`src/rtl/softmax_normalizer_if.sv`:
```
// Element stream into, and normalized fractions out of, the softmax normalizer.
// Ready is the only return path; there is no output backpressure.
interface softmax_normalizer_if #(
  parameter int BITWIDTH = 32
);
  logic                DataIn_vld;
  logic [BITWIDTH-1:0] DataIn;
  logic                Last;
  logic                Ready;
  logic                DataOut_vld;
  logic [BITWIDTH-1:0] DataOut;
  logic                Done;

  modport master (
    output DataIn_vld, DataIn, Last,
    input  Ready, DataOut_vld, DataOut, Done
  );

  modport slave (
    input  DataIn_vld, DataIn, Last,
    output Ready, DataOut_vld, DataOut, Done
  );
endinterface

```
`src/rtl/softmax_normalizer.sv`:
```
// Buffers one vector, sums it, then emits each element / sum as Q1.(BITWIDTH-1) via a restoring divider.
// Element i leaves BITWIDTH+1 cycles after element i-1 (first one after the last accept); Ready low outside LOAD, no output stall.
module softmax_normalizer #(
  parameter int BITWIDTH = 32,
  parameter int DEPTH    = 8
) (
  input logic                  Clock,
  input logic                  Reset,
  softmax_normalizer_if.slave  io
);
  localparam int SUMW = BITWIDTH + $clog2(DEPTH);
  localparam int IW   = (DEPTH > 1) ? $clog2(DEPTH) : 1;
  localparam int CW   = IW + 1;
  localparam int BCW  = $clog2(BITWIDTH);

  localparam logic [1:0] S_LOAD = 2'd0;
  localparam logic [1:0] S_DIV  = 2'd1;
  localparam logic [1:0] S_EMIT = 2'd2;

  logic [1:0]          state;
  logic [BITWIDTH-1:0] buffer [DEPTH];
  logic [CW-1:0]       count;
  logic [IW-1:0]       idx;
  logic [BCW-1:0]      bit_cnt;
  logic [SUMW-1:0]     sum;
  logic [SUMW:0]       rem;
  logic [BITWIDTH-1:0] quo;

  logic [SUMW:0] r_cur;
  logic [SUMW:0] r_sub;
  logic          q_bit;
  logic          accept;
  logic          load_end;
  logic          last_elem;

  always_comb begin
    accept    = (state == S_LOAD) && io.DataIn_vld;
    load_end  = accept && (io.Last || (count == CW'(DEPTH - 1)));
    // First iteration reads the element straight from the buffer, so no separate load cycle is needed.
    r_cur     = (bit_cnt == '0) ? (SUMW+1)'(buffer[idx]) : rem;
    q_bit     = (r_cur >= {1'b0, sum});
    r_sub     = q_bit ? (r_cur - {1'b0, sum}) : r_cur;
    last_elem = ({1'b0, idx} == (count - CW'(1)));
  end

  assign io.Ready = (state == S_LOAD);

  always_ff @(posedge Clock or posedge Reset) begin
    if (Reset) begin
      state          <= S_LOAD;
      count          <= '0;
      idx            <= '0;
      bit_cnt        <= '0;
      sum            <= '0;
      rem            <= '0;
      quo            <= '0;
      io.DataOut     <= '0;
      io.DataOut_vld <= 1'b0;
      io.Done        <= 1'b0;
      for (int i = 0; i < DEPTH; i++) buffer[i] <= '0;
    end else begin
      io.DataOut_vld <= 1'b0;
      io.Done        <= 1'b0;
      case (state)
        S_LOAD: begin
          if (accept) begin
            buffer[count[IW-1:0]] <= io.DataIn;
            sum                   <= sum + SUMW'(io.DataIn);
            count                 <= count + CW'(1);
            if (load_end) begin
              state   <= S_DIV;
              idx     <= '0;
              bit_cnt <= '0;
            end
          end
        end
        S_DIV: begin
          rem     <= r_sub << 1;
          quo     <= {quo[BITWIDTH-2:0], q_bit};
          bit_cnt <= bit_cnt + BCW'(1);
          if (bit_cnt == BCW'(BITWIDTH - 1)) state <= S_EMIT;
        end
        S_EMIT: begin
          // An all-zero vector would otherwise yield all-ones quotients.
          io.DataOut     <= (sum == '0) ? '0 : quo;
          io.DataOut_vld <= 1'b1;
          bit_cnt        <= '0;
          if (last_elem) begin
            io.Done <= 1'b1;
            sum     <= '0;
            count   <= '0;
            idx     <= '0;
            state   <= S_LOAD;
          end else begin
            idx   <= idx + IW'(1);
            state <= S_DIV;
          end
        end
        default: state <= S_LOAD;
      endcase
    end
  end
endmodule

```
`src/flat_wrapper.sv`:
```
// flat-port wrapper written by rule: the top's interface ports become plain ports
module softmax_normalizer_flat 
#(
  parameter int BITWIDTH = 32,
  parameter int DEPTH    = 8
)
  (Clock, Reset, io_DataIn_vld, io_DataIn, io_Last, io_Ready, io_DataOut_vld, io_DataOut, io_Done);
  softmax_normalizer_if #(.BITWIDTH(BITWIDTH)) io_i ();
  input logic Clock;
  input logic Reset;
  input wire logic [$bits(io_i.DataIn_vld)-1:0] io_DataIn_vld;
  input wire logic [$bits(io_i.DataIn)-1:0] io_DataIn;
  input wire logic [$bits(io_i.Last)-1:0] io_Last;
  output wire logic [$bits(io_i.Ready)-1:0] io_Ready;
  output wire logic [$bits(io_i.DataOut_vld)-1:0] io_DataOut_vld;
  output wire logic [$bits(io_i.DataOut)-1:0] io_DataOut;
  output wire logic [$bits(io_i.Done)-1:0] io_Done;
  assign io_i.DataIn_vld = io_DataIn_vld;
  assign io_i.DataIn = io_DataIn;
  assign io_i.Last = io_Last;
  assign io_Ready = io_i.Ready;
  assign io_DataOut_vld = io_i.DataOut_vld;
  assign io_DataOut = io_i.DataOut;
  assign io_Done = io_i.Done;
  softmax_normalizer #(.BITWIDTH(BITWIDTH), .DEPTH(DEPTH)) u_core (.Clock(Clock), .Reset(Reset), .io(io_i));
endmodule
```
`config.mk`:
```
export PLATFORM = sky130hd
export DESIGN_NAME = softmax_normalizer_flat
export DESIGN_NICKNAME = d
export VERILOG_FILES = /design/src/rtl/softmax_normalizer_if.sv /design/src/rtl/softmax_normalizer.sv /design/src/flat_wrapper.sv
export SDC_FILE = /design/constraint.sdc
export NUM_CORES = 1
export LEC_CHECK = 0
export ABC_AREA = 1
export ABC_CLOCK_PERIOD_IN_PS = 18800
export CORE_MARGIN = 5
export CORE_UTILIZATION = 55
export CTS_CLUSTER_DIAMETER = 100
export DETAILED_ROUTE_END_ITERATION = 16
export DONT_BUFFER_PORTS = 1
export PLACE_DENSITY = 0.71
export SLEW_MARGIN = 25
export SYNTH_ARGS = -nofsm -noshare
export SYNTH_HDL_FRONTEND = slang
export SYNTH_SLANG_ARGS = --single-unit
```
`constraint.sdc`:
```
create_clock -name Clock -period 18.8 [get_ports Clock]
set_input_delay 0.94 -clock Clock [delete_from_list [all_inputs] [get_ports Clock]]
set_output_delay 0.94 -clock Clock [all_outputs]
set_load 0.01 [all_outputs]
```
==> summary.txt, run 1 <==
Status
  • Outcome: complete, no violations

STA
  • Skew final: ~35 ps
  • Peak Freq: approximately 190 MHz
  • Pins Over Slew Limit: 0
  • Max transition margin: between 30% and 40%
  • RSZ-0062 raised after global routing: false
  • Final worst slack: ~13000 ps
  • Final period utilization: ~29%
  • Worst hold slack: around 380 ps
  • Total negative slack: 0 ps
  • Minimum clock period: 5390 ps
  • Worst-margin pin slew: about 1000 ps
  • Final setup violation count: 0
  • Hold Fails Final Rpt: 0

Job
  • Max-Cap Viols: 0

Logic synthesis
  • Library cells used by synthesis: 53
  • Top post-synthesis cells by area: dfrtp_1, nand2_1, o21ai_0, inv_1, ha_1
  • Post-Syn Nets: 3199
  • Number of enable flip-flop cells after synthesis: 0
  • Mean area per synthesized cell: 7.38 um2
  • Leading area contributor after synthesis: dfrtp_1
  • Register bit count reported by yosys: a little over 400
  • Most common cell in the netlist: nand2_1
  • Top FF cell, synth: dfrtp_1
  • Synth warn: 0
  • Synth top area share: 44.6%
  • Ys async rst share: 100%
  • Post-Syn Area: between 20000 and 25000 um2
  • Register area share after synthesis: 44.6%
  • Syn Inst Count: approximately 3000
  • Most instantiated cells after synthesis: nand2_1, o21ai_0, dfrtp_1, inv_1, nor2_1

Final layout
  • Area delta synth->final: 7.92%
  • Final nets: between 3000 and 4000
  • Diode count: 0
  • Share of cells above drive strength 1: 4.62%

Routing
  • Initial DRC Count: between 2000 and 2500
  • Vias: just over 20000
  • DRC Markers: 0
  • WL per Instance: roughly 19 um
  • Post-route ant nets: 0
  • TritonRoute pass-1 iters: 8
  • Drt total wl: around 70000 um
  • Vias/cell: 5.78

Clocking
  • Num CTS Buffers: between 40 and 50
  • Post-cts sizing count: 0
  • Setup bufs post-CTS: 0
  • TritonCTS clock tree: built
  • Clk pin slew, worst setup/hold paths: 60 ps
  • Latest clock arrival within the worst-skew pair: approximately 600 ps
  • CTS Hold Buffers Added: 0
  • Max H-tree Level: 2
  • Clk sink count: approximately 410
  • CTS root buf: clkbuf_16
  • Max Root-Sink Buffers: 3

GRT
  • Gr ovfl total: 0
  • Total track usage: a little under a third
  • Initial antenna violation count: 1
  • Largest net degree at the start of global routing: 130
  • Vias in the first global route: around 20000
  • First-pass GRT wire length: 110000 um

Placed design
  • HPWL after DPL: about 48000 um
  • Dpl ws: between 10000 and 15000 ps
  • Port bufs: 0
  • Routability cong.: 0.998

Setup path
  • Worst-path maximum fanout: 35
  • RR Startpoint: u_core.bit_cnt[0]
  • Reg2Reg Depth: 19
  • Crit start category: flip-flop
  • R2R Setup Slk: 13410 ps
  • Worst setup endpoint: u_core.rem[27]
  • Worst setup EP type: flip-flop
  • Critical path class: flip-flop to flip-flop
  • Worst setup path start: u_core.bit_cnt[0]
  • Required time worst endpoint: about 19000 ps
  • Reg2Reg Capture Point: u_core.rem[27]
  • Critical Path AT: 5890 ps

Floorplan
  • Die area: between 40000 and 50000 um2
  • Die width: between 200 and 250 um
  • Effective utilization at floorplan: a little under three fifths
  • Core Footprint: a little over 40000 um2
  • Die height: between 200 and 250 um
  • Io pins: 71
  • Rows: 74

Power and ir drop
  • Peak supply drop: 0.0702 mV
  • Leakage: between 0.01 and 0.015 uW
  • Pwr Density: roughly 75 nW/um2

Min path
  • Worst hold path class: input port to asynchronous set/reset pin
power by group:
| group | internal [uW] | total, uW | leakage [uW] | switching, uW |
|---|---|---|---|---|
| combinational | 6.16 | 37.9 | 0.00684 | 31.8 |
| clock | 556 | 921 | 0.000759 | 364 |
| sequential | 874 | 874 | 0.00503 | 0 |
flip-flops by register name (all words and copies together) (netlist names):
signal / flops
u_core.io.Done: 1
u_core.io.DataOut: 32
u_core.state: 2
u_core.sum: 35
u_core.count: 4
u_core.buffer: 256
u_core.rem: 35
u_core.idx: 3
u_core.bit_cnt: 5
u_core.quo: 32
u_core.io.DataOut_vld: 1
worst max-delay path, cell delays in order (launching register included):
cell      delay (ps)
dfrtp_1          400
inv_1             90
ha_1             150
inv_1             40
nor2_1           230
nand2_4          330
clkinv_1         380
buf_4            430
o221ai_1         300
nand2_1          160
ha_1             290
a21oi_1          220
nand2_1          110
a21oi_1          220
nand2_1           80
nand2_1          120
nand4_4          520
nor2_4           950
nand2_1          120
nand3_1          120
cell type report:
type | instances | area, um2
inverter | 344 | 1300
sequential | 406 | 10200
multi-input combinational | 2197 | 10700
tap | 532 | 666
timing repair buffer | 25 | 195
fill | 3797 | 16300
clock buffer | 65 | 1320
clock inverter | 15 | 208
layout by cell type, fill, tap and decap left out, types with 5 or more instances in the layout:
| cell type | instances |
|---|---|
| inv_2 | 7 |
| clkbuf_1 | 10 |
| o22ai_1 | 15 |
| ha_1 | 73 |
| o221ai_1 | 32 |
| clkinv_2 | 9 |
| o21ai_1 | 15 |
| bufinv_16 | 5 |
| clkbuf_8 | 8 |
| nand4_1 | 18 |
| a21o_1 | 6 |
| buf_4 | 23 |
| o21bai_1 | 12 |
| nor3_1 | 14 |
| xnor2_1 | 10 |
| nand2_1 | 930 |
| nand3b_1 | 5 |
| nand3_1 | 169 |
| xor2_1 | 20 |
| nor2_2 | 5 |
| nand4_2 | 5 |
| clkbuf_16 | 47 |
| nor4_1 | 6 |
| a21oi_1 | 151 |
| dfrtp_1 | 404 |
| o21ai_0 | 485 |
| inv_1 | 333 |
| nor2_1 | 188 |
cell families (layout without fill, tap and decap cells):
logic type / count (synthesis) / count (layout) / synth area share [%]
flops: 406 / 406 / 44.6
compound gates: 728 / 728 / 17.0
xor+xnor: 30 / 30 / 1.15
buf+inv: 485 / 449 / 8.42
simple gates: 1364 / 1364 / 24.6
fa+ha+maj: 75 / 75 / 4.19
per-layer routing:
metal	global-route usage, %	wire length, um	vias up
met4	11.2	2320	0
met1	42.3	30200	9867
met5	0	0	-
met2	47.6	31400	824
li1	-	-	9896
met3	5.24	5210	133
metrics by stage:
stage               utilization [%]  power (uW)  std cells  instance area [um2]
floorplan                         -         918       3088                22800
global placement               56.3         927       3504                23000
detailed placement             56.3         928       3504                23000
CTS                            60.0        1850       3584                24600
global route                   60.1        1890       3584                24600
finish                         60.1        1830       3584                24600
worst min path at each step:
stage	to	cells after the start	slack, ps
finish	u_core.buffer[54]	1	380
global route	u_core.buffer[27]	2	470
CTS	u_core.buffer[117]	1	430
detailed placement	u_core.buffer[177]	2	470
global placement	u_core.quo[31]	2	460
floorplan	u_core.quo[31]	2	440
Note: power is estimated with default switching activity, not from simulation.
==> inputs of run 2 (changes only) <==
Settings changed: ABC_CLOCK_PERIOD_IN_PS 18800 to 5350.
Clock period 18.8 ns to 5.35 ns, I/O delays scaled along.
==> run 2 against run 1 <==
Compared with the run above: power rose to 3.4 times the previous value; critical path depth is 1 lower; highest routed layer is now met5; largest power group unchanged; critical endpoint is now u_core.rem[3]; clock-buffer cell count fell by 3; largest cell class unchanged.
==> summary.txt, run 2 (synthesized netlist as in run 1, its figures left out) <==
Final layout
  • Diode count: 0
  • Largest registers: u_core.buffer: 256 flops, u_core.rem: 35 flops, u_core.sum: 35 flops
  • Share of cells above drive strength 1: roughly 4.5%
  • Most frequent cells in the layout: nand2_1, o21ai_0, dfrtp_1
  • Largest register FFs: approximately 260
  • Final nets: 3166
  • Area delta synth->final: 9.25%
  • Reg with most FFs: u_core.buffer
  • Final Instance Area: 24900 um2
  • Most common library cell in the layout ignoring fill and taps: nand2_1

Floorplan
  • Io pins: 71
  • Die height: 213 um
  • Effective utilization at floorplan: between 50% and 60%
  • Rows: 74
  • Die area: approximately 46000 um2
  • Core Footprint: roughly 41000 um2
  • Die width: roughly 210 um

Power and ir drop
  • Total Power: about 6300 uW
  • Pwr Density: between 200 and 300 nW/um2
  • Peak supply drop: 0.263 mV
  • Leakage: about 0.013 uW

GRT
  • Largest net degree at the start of global routing: about 160
  • Gr ovfl total: 0
  • Initial antenna violation count: 3
  • Total track usage: 29.8%
  • First-pass GRT wire length: between 100000 and 150000 um
  • Vias in the first global route: between 15000 and 20000

Routing
  • WL per Instance: ~19 um
  • Post-route ant nets: 0
  • DRC Markers: 0
  • Initial DRC Count: ~2000
  • Drt total wl: 68100 um
  • TritonRoute pass-1 iters: 6
  • Vias/cell: ~5.7
  • Vias: approximately 21000

Setup path
  • Worst-path maximum fanout: 46
  • CP max stage delay: 600 ps
  • Critical Path AT: between 4000 and 5000 ps
  • Required time worst endpoint: ~5800 ps
  • Critical Path, Cell by Cell: inv_2, buf_4, o21ai_0, o21ai_0, o221ai_1, nand2_1, ha_1, nand2_1, nand2_1, nand2_1, nand2_1, a21oi_1, nand2_1, nand2_1, nand4_4, nor2_4, nand2_1, nand3_1
  • Worst setup EP type: flip-flop
  • CP dominant cell by count: nand2_1
  • Critical path class: flip-flop to flip-flop
  • Crit start category: flip-flop
  • Slowest CP cell: inv_2

Clocking
  • Max Root-Sink Buffers: 3
  • Latest clock arrival within the worst-skew pair: just under 600 ps
  • CTS root buf: clkbuf_16
  • TritonCTS clock tree: built
  • Max H-tree Level: 2
  • Clk sink count: 406
  • Num CTS Buffers: between 40 and 50
  • Clk pin slew, worst setup/hold paths: about 60 ps

STA
  • Minimum clock period: roughly 4400 ps
  • Final setup violation count: 0
  • Final period utilization: 81.5%
  • Max transition margin: approximately 31%
  • Peak Freq: roughly 230 MHz
  • Worst-margin pin slew: around 1000 ps
  • Hold Fails Final Rpt: 0
  • Total negative slack: 0 ps
  • Skew final: between 30 and 40 ps
  • RSZ-0062 raised after global routing: false
  • Pins Over Slew Limit: 0

Job
  • Max-Cap Viols: 0

Placed design
  • DP Area: ~23000 um2
  • Port bufs: 0
  • Routability cong.: just under 1
  • HPWL after DPL: ~47000 um

Status
  • Outcome: complete, no violations

Min path
  • Worst hold path class: input port to flip-flop
[run 2: cell count changes in the layout (fill, tap and decap cells not counted), sizes merged]
cell         change
buf              +3
bufinv           -1
clkbuf           -3
clkinvlp         +3
dlygate4sd3     +34
inv              -1
[run 2: path summary, 6_finish.rpt]
path	startpoint	slack, ps	end	cells after the start
max reg2reg	u_core.idx[0]	990	u_core.rem[3]	18
max in group asynchronous	Reset	3530	u_core.buffer[162]	3
min	io_DataIn[19]	90	u_core.sum[19]	4
min in group asynchronous	Reset	380	u_core.io.DataOut[23]	2
min reg2reg	u_core.buffer[168]	480	u_core.buffer[168]	2
max	u_core.idx[0]	990	u_core.rem[3]	18
[run 2: metal layers]
layer  track usage (%)  routed length (um)  up-vias
met5                 0                  38        -
met1              43.1               30700     9830
met4              8.79                2080        6
met3              7.17                5610      123
met2              44.9               29700      707
li1                  -                   -     9971
[run 2: power by group]
group	switching, uW	internal, uW
registers	0	3070
clock network	1270	1810
logic	130	39.3
total	1400	4920
[run 2: layout make-up]
class | instances | area [um2]
clock buffer | 62 | 1240
clock inverter | 16 | 208
fill | 3725 | 16000
inverter | 344 | 1300
multi-input combinational | 2197 | 10700
sequential | 406 | 10200
tap | 532 | 666
timing repair buffer | 62 | 588
[run 2: timing repair]
item,in CTS,in global routing
hold endpoints to repair,297,0
hold buffers,34,0
gates resized for setup,0,0
setup endpoints to repair,0,0
buffers inserted,0,0
[run 2: worst max-delay path, delay by kind of cell, from the launching register on]
kind	cells	cell delay, ps
buffers and inverters	2	1000
AND/OR/NAND/NOR	11	1630
adder cells (fa/ha/maj)	1	290
flip-flops	1	500
AO/OA/AOI/OAI	4	780
[run 2: metrics by stage]
step	setup WS (ps)	util (%)	hold slack, ps	std cells
after floorplan	-387	-	388	3088
after global placement	1210	56.4	348	3507
after detailed placement	1130	56.4	363	3507
after CTS	1080	60.8	53.1	3619
after global routing	625	60.8	89.6	3619
final	992	60.8	89.3	3619
